[config.mk]
export PLATFORM = sky130hd
export DESIGN_NAME = alu_req_arbiter_flat
export DESIGN_NICKNAME = d
export VERILOG_FILES = /design/src/rtl/alu_req_arbiter_if.sv /design/src/rtl/alu_req_arbiter.sv /design/src/flat_wrapper.sv
export SDC_FILE = /design/constraint.sdc
export NUM_CORES = 1
export LEC_CHECK = 0
export ABC_CLOCK_PERIOD_IN_PS = 1850
export BUFFER_PORTS_ARGS = -buffer_cell sky130_fd_sc_hd__buf_2
export CAP_MARGIN = 5
export CORE_AREA = 2 2 163 165
export CTS_CLUSTER_SIZE = 8
export DETAILED_ROUTE_END_ITERATION = 10
export DIE_AREA = 0 0 165 167
export GPL_TIMING_DRIVEN = 0
export PLACE_DENSITY = 0.65
export SLEW_MARGIN = 20
export SYNTH_ARGS = -nofsm -noshare
export SYNTH_HDL_FRONTEND = slang
export SYNTH_SLANG_ARGS = --single-unit
export TNS_END_PERCENT = 100
[constraint.sdc]
create_clock -name clk -period 1.85 [get_ports clk]
set_input_delay 0.185 -clock clk [delete_from_list [all_inputs] [get_ports clk]]
set_output_delay 0.185 -clock clk [all_outputs]
set_load 0.02 [all_outputs]
[src/rtl/alu_req_arbiter_if.sv]
// Request/response and shared-ALU bundle for alu_req_arbiter.
// master is the arbiter side; slave is the requester/consumer/ALU environment.
interface alu_req_arbiter_if #(
    parameter int NREQ = 4,
    parameter int DW   = 32,
    parameter int IDW  = 2
);
    logic [NREQ-1:0]    req_valid;
    logic [NREQ-1:0]    req_ready;
    logic [4*NREQ-1:0]  req_op;
    logic [DW*NREQ-1:0] req_a;
    logic [DW*NREQ-1:0] req_b;
    logic               resp_valid;
    logic               resp_ready;
    logic [IDW-1:0]     resp_id;
    logic [DW-1:0]      resp_data;
    logic               resp_zero;
    logic               resp_err;
    logic               busy;
    logic [3:0]         alu_control;
    logic [DW-1:0]      alu_a;
    logic [DW-1:0]      alu_b;
    logic [DW-1:0]      alu_out;
    logic               alu_zero;

    modport master (
        input  req_valid, req_op, req_a, req_b, resp_ready, alu_out, alu_zero,
        output req_ready, resp_valid, resp_id, resp_data, resp_zero, resp_err,
               busy, alu_control, alu_a, alu_b
    );

    modport slave (
        output req_valid, req_op, req_a, req_b, resp_ready, alu_out, alu_zero,
        input  req_ready, resp_valid, resp_id, resp_data, resp_zero, resp_err,
               busy, alu_control, alu_a, alu_b
    );
endinterface

[src/rtl/alu_req_arbiter.sv]
// Round-robin arbiter sharing one combinational ALU between NREQ requesters.
// Optional macro ALU_OPCODE_CHECK_EN: reject illegal opcodes with a 1-cycle error response.
module alu_req_arbiter #(
    parameter int NREQ    = 4,
    parameter int DW      = 32,
    parameter int ALU_LAT = 2,
    parameter int IDW     = 2
) (
    input logic               clk,
    input logic               rst_n,
    alu_req_arbiter_if.master bus
);
    localparam int CW = (ALU_LAT > 1) ? $clog2(ALU_LAT) : 1;

    typedef enum logic [1:0] {IDLE = 2'd0, WAIT = 2'd1, RESP = 2'd2} state_t;

    state_t          state_q, state_d;
    logic [IDW-1:0]  rr_q, rr_d;
    logic [CW-1:0]   cnt_q, cnt_d;
    logic [3:0]      ctl_q, ctl_d;
    logic [DW-1:0]   a_q, a_d, b_q, b_d, data_q, data_d;
    logic [IDW-1:0]  id_q, id_d;
    logic            valid_q, valid_d, zero_q, zero_d, err_q, err_d;
    logic [NREQ-1:0] ready_c;
    logic            gnt_found;
    logic [IDW-1:0]  gnt_id;
    logic [3:0]      gnt_op;
    logic [DW-1:0]   gnt_a, gnt_b;

    function automatic logic [IDW-1:0] wrap_idx(input logic [IDW-1:0] base, input int off);
        int s;
        s = int'(base) + off;
        if (s >= NREQ) s = s - NREQ;
        return IDW'(s);
    endfunction

`ifdef ALU_OPCODE_CHECK_EN
    function automatic logic op_legal(input logic [3:0] op);
        return op inside {4'd0, 4'd1, 4'd2, 4'd6, 4'd12, 4'd13};
    endfunction
`endif

    // First valid requester at or after rr_q, wrapping to 0
    always_comb begin
        gnt_found = 1'b0;
        gnt_id    = '0;
        for (int k = 0; k < NREQ; k++) begin
            if (!gnt_found && bus.req_valid[wrap_idx(rr_q, k)]) begin
                gnt_found = 1'b1;
                gnt_id    = wrap_idx(rr_q, k);
            end
        end
    end

    assign gnt_op = bus.req_op[4*gnt_id +: 4];
    assign gnt_a  = bus.req_a[DW*gnt_id +: DW];
    assign gnt_b  = bus.req_b[DW*gnt_id +: DW];

    always_comb begin
        state_d = state_q;
        rr_d    = rr_q;
        cnt_d   = cnt_q;
        ctl_d   = ctl_q;
        a_d     = a_q;
        b_d     = b_q;
        id_d    = id_q;
        data_d  = data_q;
        zero_d  = zero_q;
        valid_d = valid_q;
        err_d   = err_q;
        ready_c = '0;
        unique case (state_q)
            IDLE: begin
                if (gnt_found) begin
                    ready_c[gnt_id] = 1'b1;
                    id_d = gnt_id;
                    rr_d = (gnt_id == IDW'(NREQ - 1)) ? '0 : gnt_id + 1'b1;
`ifdef ALU_OPCODE_CHECK_EN
                    if (!op_legal(gnt_op)) begin
                        data_d  = '0;
                        zero_d  = 1'b1;
                        err_d   = 1'b1;
                        valid_d = 1'b1;
                        state_d = RESP;
                    end else
`endif
                    begin
                        ctl_d   = gnt_op;
                        a_d     = gnt_a;
                        b_d     = gnt_b;
                        cnt_d   = CW'(ALU_LAT - 1);
                        state_d = WAIT;
                    end
                end
            end
            WAIT: begin
                if (cnt_q != '0) begin
                    cnt_d = cnt_q - 1'b1;
                end else begin
                    data_d  = bus.alu_out;
                    zero_d  = bus.alu_zero;
                    err_d   = 1'b0;
                    valid_d = 1'b1;
                    state_d = RESP;
                end
            end
            RESP: begin
                if (bus.resp_ready) begin
                    valid_d = 1'b0;
                    state_d = IDLE;
                end
            end
            default: state_d = IDLE;
        endcase
    end

    always_ff @(posedge clk or negedge rst_n) begin
        if (!rst_n) begin
            state_q <= IDLE;
            rr_q    <= '0;
            cnt_q   <= '0;
            ctl_q   <= '0;
            a_q     <= '0;
            b_q     <= '0;
            id_q    <= '0;
            data_q  <= '0;
            zero_q  <= 1'b0;
            valid_q <= 1'b0;
            err_q   <= 1'b0;
        end else begin
            state_q <= state_d;
            rr_q    <= rr_d;
            cnt_q   <= cnt_d;
            ctl_q   <= ctl_d;
            a_q     <= a_d;
            b_q     <= b_d;
            id_q    <= id_d;
            data_q  <= data_d;
            zero_q  <= zero_d;
            valid_q <= valid_d;
            err_q   <= err_d;
        end
    end

    assign bus.req_ready   = ready_c;
    assign bus.resp_valid  = valid_q;
    assign bus.resp_id     = id_q;
    assign bus.resp_data   = data_q;
    assign bus.resp_zero   = zero_q;
`ifdef ALU_OPCODE_CHECK_EN
    assign bus.resp_err    = err_q;
`else
    // Without the check no error can be produced; err_q only ever holds 0
    assign bus.resp_err    = 1'b0 & err_q;
`endif
    assign bus.busy        = (state_q != IDLE);
    assign bus.alu_control = ctl_q;
    assign bus.alu_a       = a_q;
    assign bus.alu_b       = b_q;
endmodule
[src/flat_wrapper.sv]
// flat-port wrapper written by rule: the top's interface ports become plain ports
module alu_req_arbiter_flat 
#(
    parameter int NREQ    = 4,
    parameter int DW      = 32,
    parameter int ALU_LAT = 2,
    parameter int IDW     = 2
)
  (clk, rst_n, bus_req_valid, bus_req_op, bus_req_a, bus_req_b, bus_resp_ready, bus_alu_out, bus_alu_zero, bus_req_ready, bus_resp_valid, bus_resp_id, bus_resp_data, bus_resp_zero, bus_resp_err, bus_busy, bus_alu_control, bus_alu_a, bus_alu_b);
  alu_req_arbiter_if #(.NREQ(NREQ), .DW(DW), .IDW(IDW)) bus_i ();
  input logic clk;
  input logic rst_n;
  input wire logic [$bits(bus_i.req_valid)-1:0] bus_req_valid;
  input wire logic [$bits(bus_i.req_op)-1:0] bus_req_op;
  input wire logic [$bits(bus_i.req_a)-1:0] bus_req_a;
  input wire logic [$bits(bus_i.req_b)-1:0] bus_req_b;
  input wire logic [$bits(bus_i.resp_ready)-1:0] bus_resp_ready;
  input wire logic [$bits(bus_i.alu_out)-1:0] bus_alu_out;
  input wire logic [$bits(bus_i.alu_zero)-1:0] bus_alu_zero;
  output wire logic [$bits(bus_i.req_ready)-1:0] bus_req_ready;
  output wire logic [$bits(bus_i.resp_valid)-1:0] bus_resp_valid;
  output wire logic [$bits(bus_i.resp_id)-1:0] bus_resp_id;
  output wire logic [$bits(bus_i.resp_data)-1:0] bus_resp_data;
  output wire logic [$bits(bus_i.resp_zero)-1:0] bus_resp_zero;
  output wire logic [$bits(bus_i.resp_err)-1:0] bus_resp_err;
  output wire logic [$bits(bus_i.busy)-1:0] bus_busy;
  output wire logic [$bits(bus_i.alu_control)-1:0] bus_alu_control;
  output wire logic [$bits(bus_i.alu_a)-1:0] bus_alu_a;
  output wire logic [$bits(bus_i.alu_b)-1:0] bus_alu_b;
  assign bus_i.req_valid = bus_req_valid;
  assign bus_i.req_op = bus_req_op;
  assign bus_i.req_a = bus_req_a;
  assign bus_i.req_b = bus_req_b;
  assign bus_i.resp_ready = bus_resp_ready;
  assign bus_i.alu_out = bus_alu_out;
  assign bus_i.alu_zero = bus_alu_zero;
  assign bus_req_ready = bus_i.req_ready;
  assign bus_resp_valid = bus_i.resp_valid;
  assign bus_resp_id = bus_i.resp_id;
  assign bus_resp_data = bus_i.resp_data;
  assign bus_resp_zero = bus_i.resp_zero;
  assign bus_resp_err = bus_i.resp_err;
  assign bus_busy = bus_i.busy;
  assign bus_alu_control = bus_i.alu_control;
  assign bus_alu_a = bus_i.alu_a;
  assign bus_alu_b = bus_i.alu_b;
  alu_req_arbiter #(.NREQ(NREQ), .DW(DW), .ALU_LAT(ALU_LAT), .IDW(IDW)) u_core (.clk(clk), .rst_n(rst_n), .bus(bus_i));
endmodule
# ---- After elaboration in Yosys (flattened, before gate mapping)
# Cells that the tools add are included.
dict set report totals {
  ff_bits 109
  inputBits 312
  output_inout_bits 110
  elab_cells 90
}
dict set report op_classes {
  n_addsub 9
  magnitude_cmp 10
  n_eq_ne 6
  shifts 3
  n_mux 35
  bitwise 1
  n_reduce_logical 16
}
# operator n
set op_table {}
lappend op_table {{$shiftx A128 B8 Y32} 2}
lappend op_table {{$mux W2} 12}
lappend op_table {{$shiftx A16 B5 Y4} 1}
lappend op_table {{$lt A2 B3 Y1 const B} 5}
lappend op_table {{$mux W1} 13}
lappend op_table {{$ge A3 B3 Y1 const B} 3}
lappend op_table {{$bmux W1 S2} 4}
lappend op_table {{$mux W4} 2}
lappend op_table {{$sub A2 B1 Y2 const B} 4}
lappend op_table {{$add A2 B2 Y3 const B} 2}
lappend op_table {{$pmux W2 S3} 1}
lappend op_table {{$reduce_and A2 Y1} 3}
lappend op_table {{$reduce_and A3 Y1} 2}
lappend op_table {{$reduce_bool A2 Y1} 3}
lappend op_table {{$eq A2 B2 Y1 const B} 2}
lappend op_table {{$logic_and A1 B1 Y1} 4}
lappend op_table {{$ne A2 B2 Y1 const B} 2}
lappend op_table {{$pmux W1 S2} 2}
lappend op_table {{$add A2 B1 Y3 const B} 1}
lappend op_table {{$ge A2 B3 Y1 const B} 1}
lappend op_table {{$logic_not A1 Y1} 3}
lappend op_table {{$add A2 B1 Y2 const B} 1}
lappend op_table {{$demux W1 S2} 1}
lappend op_table {{$eq A2 B1 Y1 const B} 1}
lappend op_table {{other kinds (5)} 5}

# ---- Depth between registers and ports, before layout
dict set report logic_depth {
  ltp_word 20
  depth_mapped 8
  mapped_depth_nobuf 7
}

# ---- Worst setup path after synthesis
# OpenSTA, ideal clock, no wires.
dict set report synth_path {
  path_type {reg-to-output}
  start {register u_core.rr_q[1]}
  end {output port bus_req_ready[3]}
  arrival_time_ns 1.697
  required_time_ns 1.665
  path_slack_ns -0.032
  stages_incl_launch_ff 8
  n_path_buf 2
  path_cell_list {dfrtp_1 > mux2i_1 > o2bb2ai_2 > buf_6 > nor2_8 > buf_8 > ha_1 > and3_1}
}
dict set report synth_via {
  elab_chain_cells 20
  word_cells_on_any_way 44
  cone_classes {add/sub (7); order compare (6); mux (24); reduce/logical (7)}
}
# element line_no
set synth_lines {}
lappend synth_lines {{from (decl)} alu_req_arbiter.sv:18} ;# logic [IDW-1:0] rr_q, rr_d;
lappend synth_lines {{from (signal assigned)} alu_req_arbiter.sv:132} ;# rr_q <= rr_d;
lappend synth_lines {{branches (longest 18 deep; another with $add A2 B1 Y3)} --}
lappend synth_lines {{$mux W4 (*)} alu_req_arbiter.sv:74} ;# if (gnt_found) begin
lappend synth_lines {{$mux W4 (*)} alu_req_arbiter.sv:72} ;# unique case (state_q)
lappend synth_lines {{to (decl)} flat_wrapper.sv:20} ;# output wire logic [$bits(bus_i.req_ready)-1:0] bus_req_ready;
# Mark *: on every way between the ends. The select of a mux whose other input is x is not followed.

# ---- Worst setup path in the final report
# Ends and elaborated chain as after synthesis.

==> qor.yml <==
finalPower_mw: 17.2
rows: 59
clk_path_buf_depth: 2
yosysWarnings: 0
synth-simple-area-share: 0.117
seqCellArea_sq_um: 2730
irDropWorstVdd_mv: 0.679
grt_use_total: 0.192
syn_area_sq_um: 6520
swShare: 0.450
synth.distinct_cells: 37
cpMostUsedCell: "buf_6"
finalSetupTns_ns: -17.27
cp.required_ns: 1.66
setup_viol: 73
fmax_ghz: 0.452
wl_per_cell_um: 19.1
hold_viol: 0
pwr-share-comb: 0.631
critPathMaxStageDelay_ns: 0.46
synthArstFlopShare: 1.00
place_congestion: 0.813
status: "complete, but fails checks"
yosysTopAreaCell: "dfrtp_1"
multiInputGateArea_sq_um: 3800
via_per_inst: 4.84
finalCriticalPeriod_ns: 2.21
power.leakage_nw: 5.14
crit_chain: "buf_6 > nor3b_4 > a211oi_2 > or2_4 > inv_4 > ha_4 > and3_4 > buf_6"
pwr-share-clk: 0.123
final_cell_area_sq_um: 10600
gr-usage-met1: 0.229
drive_gt1_frac: 0.534
grt_max_degree: 56
maxSlewViolCount: 0
fin_crit_sh: 1.20
r2r_setup_slack_ns: -0.29
place_inst: 1421
mostFrequentLayoutCell: "buf_2"
internal-power_mw: 9.48
netlist.area_leader.share: 0.418
hp-class: "input pin to register"
placedInstanceArea_sq_um: 9090
fin_nets: 1453
io_pins: 422
dieArea_sq_um: 27600
synthTopCellsByArea: "dfrtp_1 (42%), mux2i_1 (11%), a21o_1 (8.1%), o211ai_1 (5.5%), o21ai_0 (5.4%)"
ant_nets: 0
h-tree-depth: 3
whs_ns: 0.0370
path_depth: 8
worst_pin_slew_ns: 0.597
grt_first_pass_wirelength_mm: 39.9
grt_antenna_before_repair: 4
drv_cap: 0
via_count: 7176
synth_flop_cell: "dfrtp_1"
worst_setup_path_start_kind: "register"
drt_iter0_drc: 418
synthAdderAreaFrac: 0.00192
fillers: 2591
p_sw_mw: 7.74
synth_top_family_by_area: "compound AO/OA/AOI/OAI gates"
synth-seq-area-share: 0.418
hpwl_mm: 21.0
area_growth_pct: 62.4
synthCells: 665
cts_tree: "yes"
path_class: "register to primary output"
grt_remaining_overflow: 0
ys_seq_elements: 109
die_width_um: 165
dieHeight_um: 167
io_buffer_count: 420
relSlewSlack: 0.602
crit_arrival_ns: 2.03
use_met3: 0.0496
final_cells: 1482
start_util: 0.253
post-place-ws_ns: -0.615
holdPathStages: 2
muxShareOfSynthArea: 0.163
cts_num_sinks: 109
grt-busiest-layer: "met2"
grt_pass1_vias: 7045
synth_compound_area_frac: 0.240
clk_pin_slew_ns: 0.09
layout_common_cells: "buf_2 (423), dfrtp_1 (106), nand2_1 (80), o21ai_0 (70), a21o_1 (69)"
crit_buf_inv: 3
crit_path_end_kind: "primary output"
synth-edff-count: 0
core_sq_um: 25800
critPathTopFamily: "simple AND/OR/NAND/NOR gates"
drt_wl_total_mm: 28.4
synth-xor-area-share: 0
violations: "setup timing"
globalRouteMet2Util: 0.342
power_density_nw_per_um2: 1630
rsz0062_at_grt: "yes"
crit_slowest_cell: "dfrtp_2"
dr.pass1.iters: 5
rr_worst_depth: 10
final_util: 0.411
clk_latency_ns: 0.36
syn-num-nets: 978
syn_avg_cell_area_sq_um: 9.81
cts_root_buf: "clkbuf_16"
drc: 0
seqPwrFrac: 0.246
cts_buffers: 9
fin_ws_ns: -0.362
cp_max_fo: 4
fin_skew_ns: 0.0156
cell families (layout without fill, tap and decap cells):
logic type / Yosys count / after routing
muxes: 102 / 102
AOI/OAI and AO/OA: 217 / 217
and+or+nand+nor: 169 / 169
DFF: 109 / 109
buffers and inverters: 66 / 546
other: 1 / 3
adders and majority gates: 1 / 1
sequential cells by signal, summed over array words and instances, names as in the netlist:
name / count
u_core.bus.alu_a: 32
u_core.bus.alu_b: 32
u_core.bus.resp_data: 32
u_core.bus.alu_control: 4
u_core.bus.resp_id: 2
u_core.rr_q: 2
u_core.state_q: 2
u_core.bus.resp_valid: 1
u_core.bus.resp_zero: 1
u_core.cnt_q: 1
power groups by stage:
stage	Sequential (mW)	Clock [mW]	Combinational, mW
2_1_floorplan	5.60	0	4.34
3_3_place_gp	4.21	0	8.78
3_5_place_dp	4.25	0	8.91
4_1_cts	4.24	2.20	10.0
5_1_grt	4.38	2.29	11.7
6_report	4.23	2.12	10.9
cells in the mapped netlist, types with 2 or more instances:
cell	count
mux2i_1	69
buf_12	5
o211ai_2	20
nand2_1	83
nand3_1	68
inv_1	4
buf_2	13
mux2_2	4
mux2_1	29
dfrtp_1	109
buf_8	2
clkbuf_1	38
buf_6	2
o21ai_0	70
nor2_1	8
o211ai_1	48
a21oi_1	4
a21o_1	70
layout make-up:
cell class	instances	share of cell area
Buffer	61	0.0491
Antenna cell	2	0.000472
Multi-Input combinational cell	490	0.359
Clock inverter	7	0.00815
Clock buffer	9	0.0213
Inverter	4	0.00165
Tap cell	335	0.0396
Timing Repair Buffer	465	0.263
Sequential cell	109	0.258
final timing paths:
kind / from / end
setup / recovery: u_core.rr_q[1]$_DFFE_PN0P_ / bus_req_ready[3]
hold / removal: bus_alu_out[29] / u_core.bus.resp_data[29]$_DFFE_PN0P_
setup reg to reg: u_core.rr_q[1]$_DFFE_PN0P_ / u_core.bus.alu_b[17]$_DFFE_PN0P_
hold reg to reg: u_core.bus.resp_data[9]$_DFFE_PN0P_ / u_core.bus.resp_data[9]$_DFFE_PN0P_
max in group asynchronous: rst_n / u_core.bus.resp_data[20]$_DFFE_PN0P_
min in group asynchronous: rst_n / u_core.bus.alu_a[17]$_DFFE_PN0P_
routing by layer:
| layer | wire [um] | vias to the layer above |
|---|---|---|
| met4 | 431 | 4 |
| met3 | 2130 | 29 |
| met5 | 30 | - |
| met2 | 14300 | 334 |
| met1 | 11500 | 3427 |
| li1 | - | 3382 |
timing repair:
| action | 4_1_cts | 5_1_grt |
|---|---|---|
| hold buffers | 1 | 0 |
| cloned | 1 | 7 |
| setup endpoints to repair | 105 | 104 |
| pin swaps | 5 | 19 |
| resized for setup | 91 | 98 |
| hold endpoints to repair | 54 | 0 |
| buffers inserted | 25 | 11 |
(Power assumes the default switching activity.)
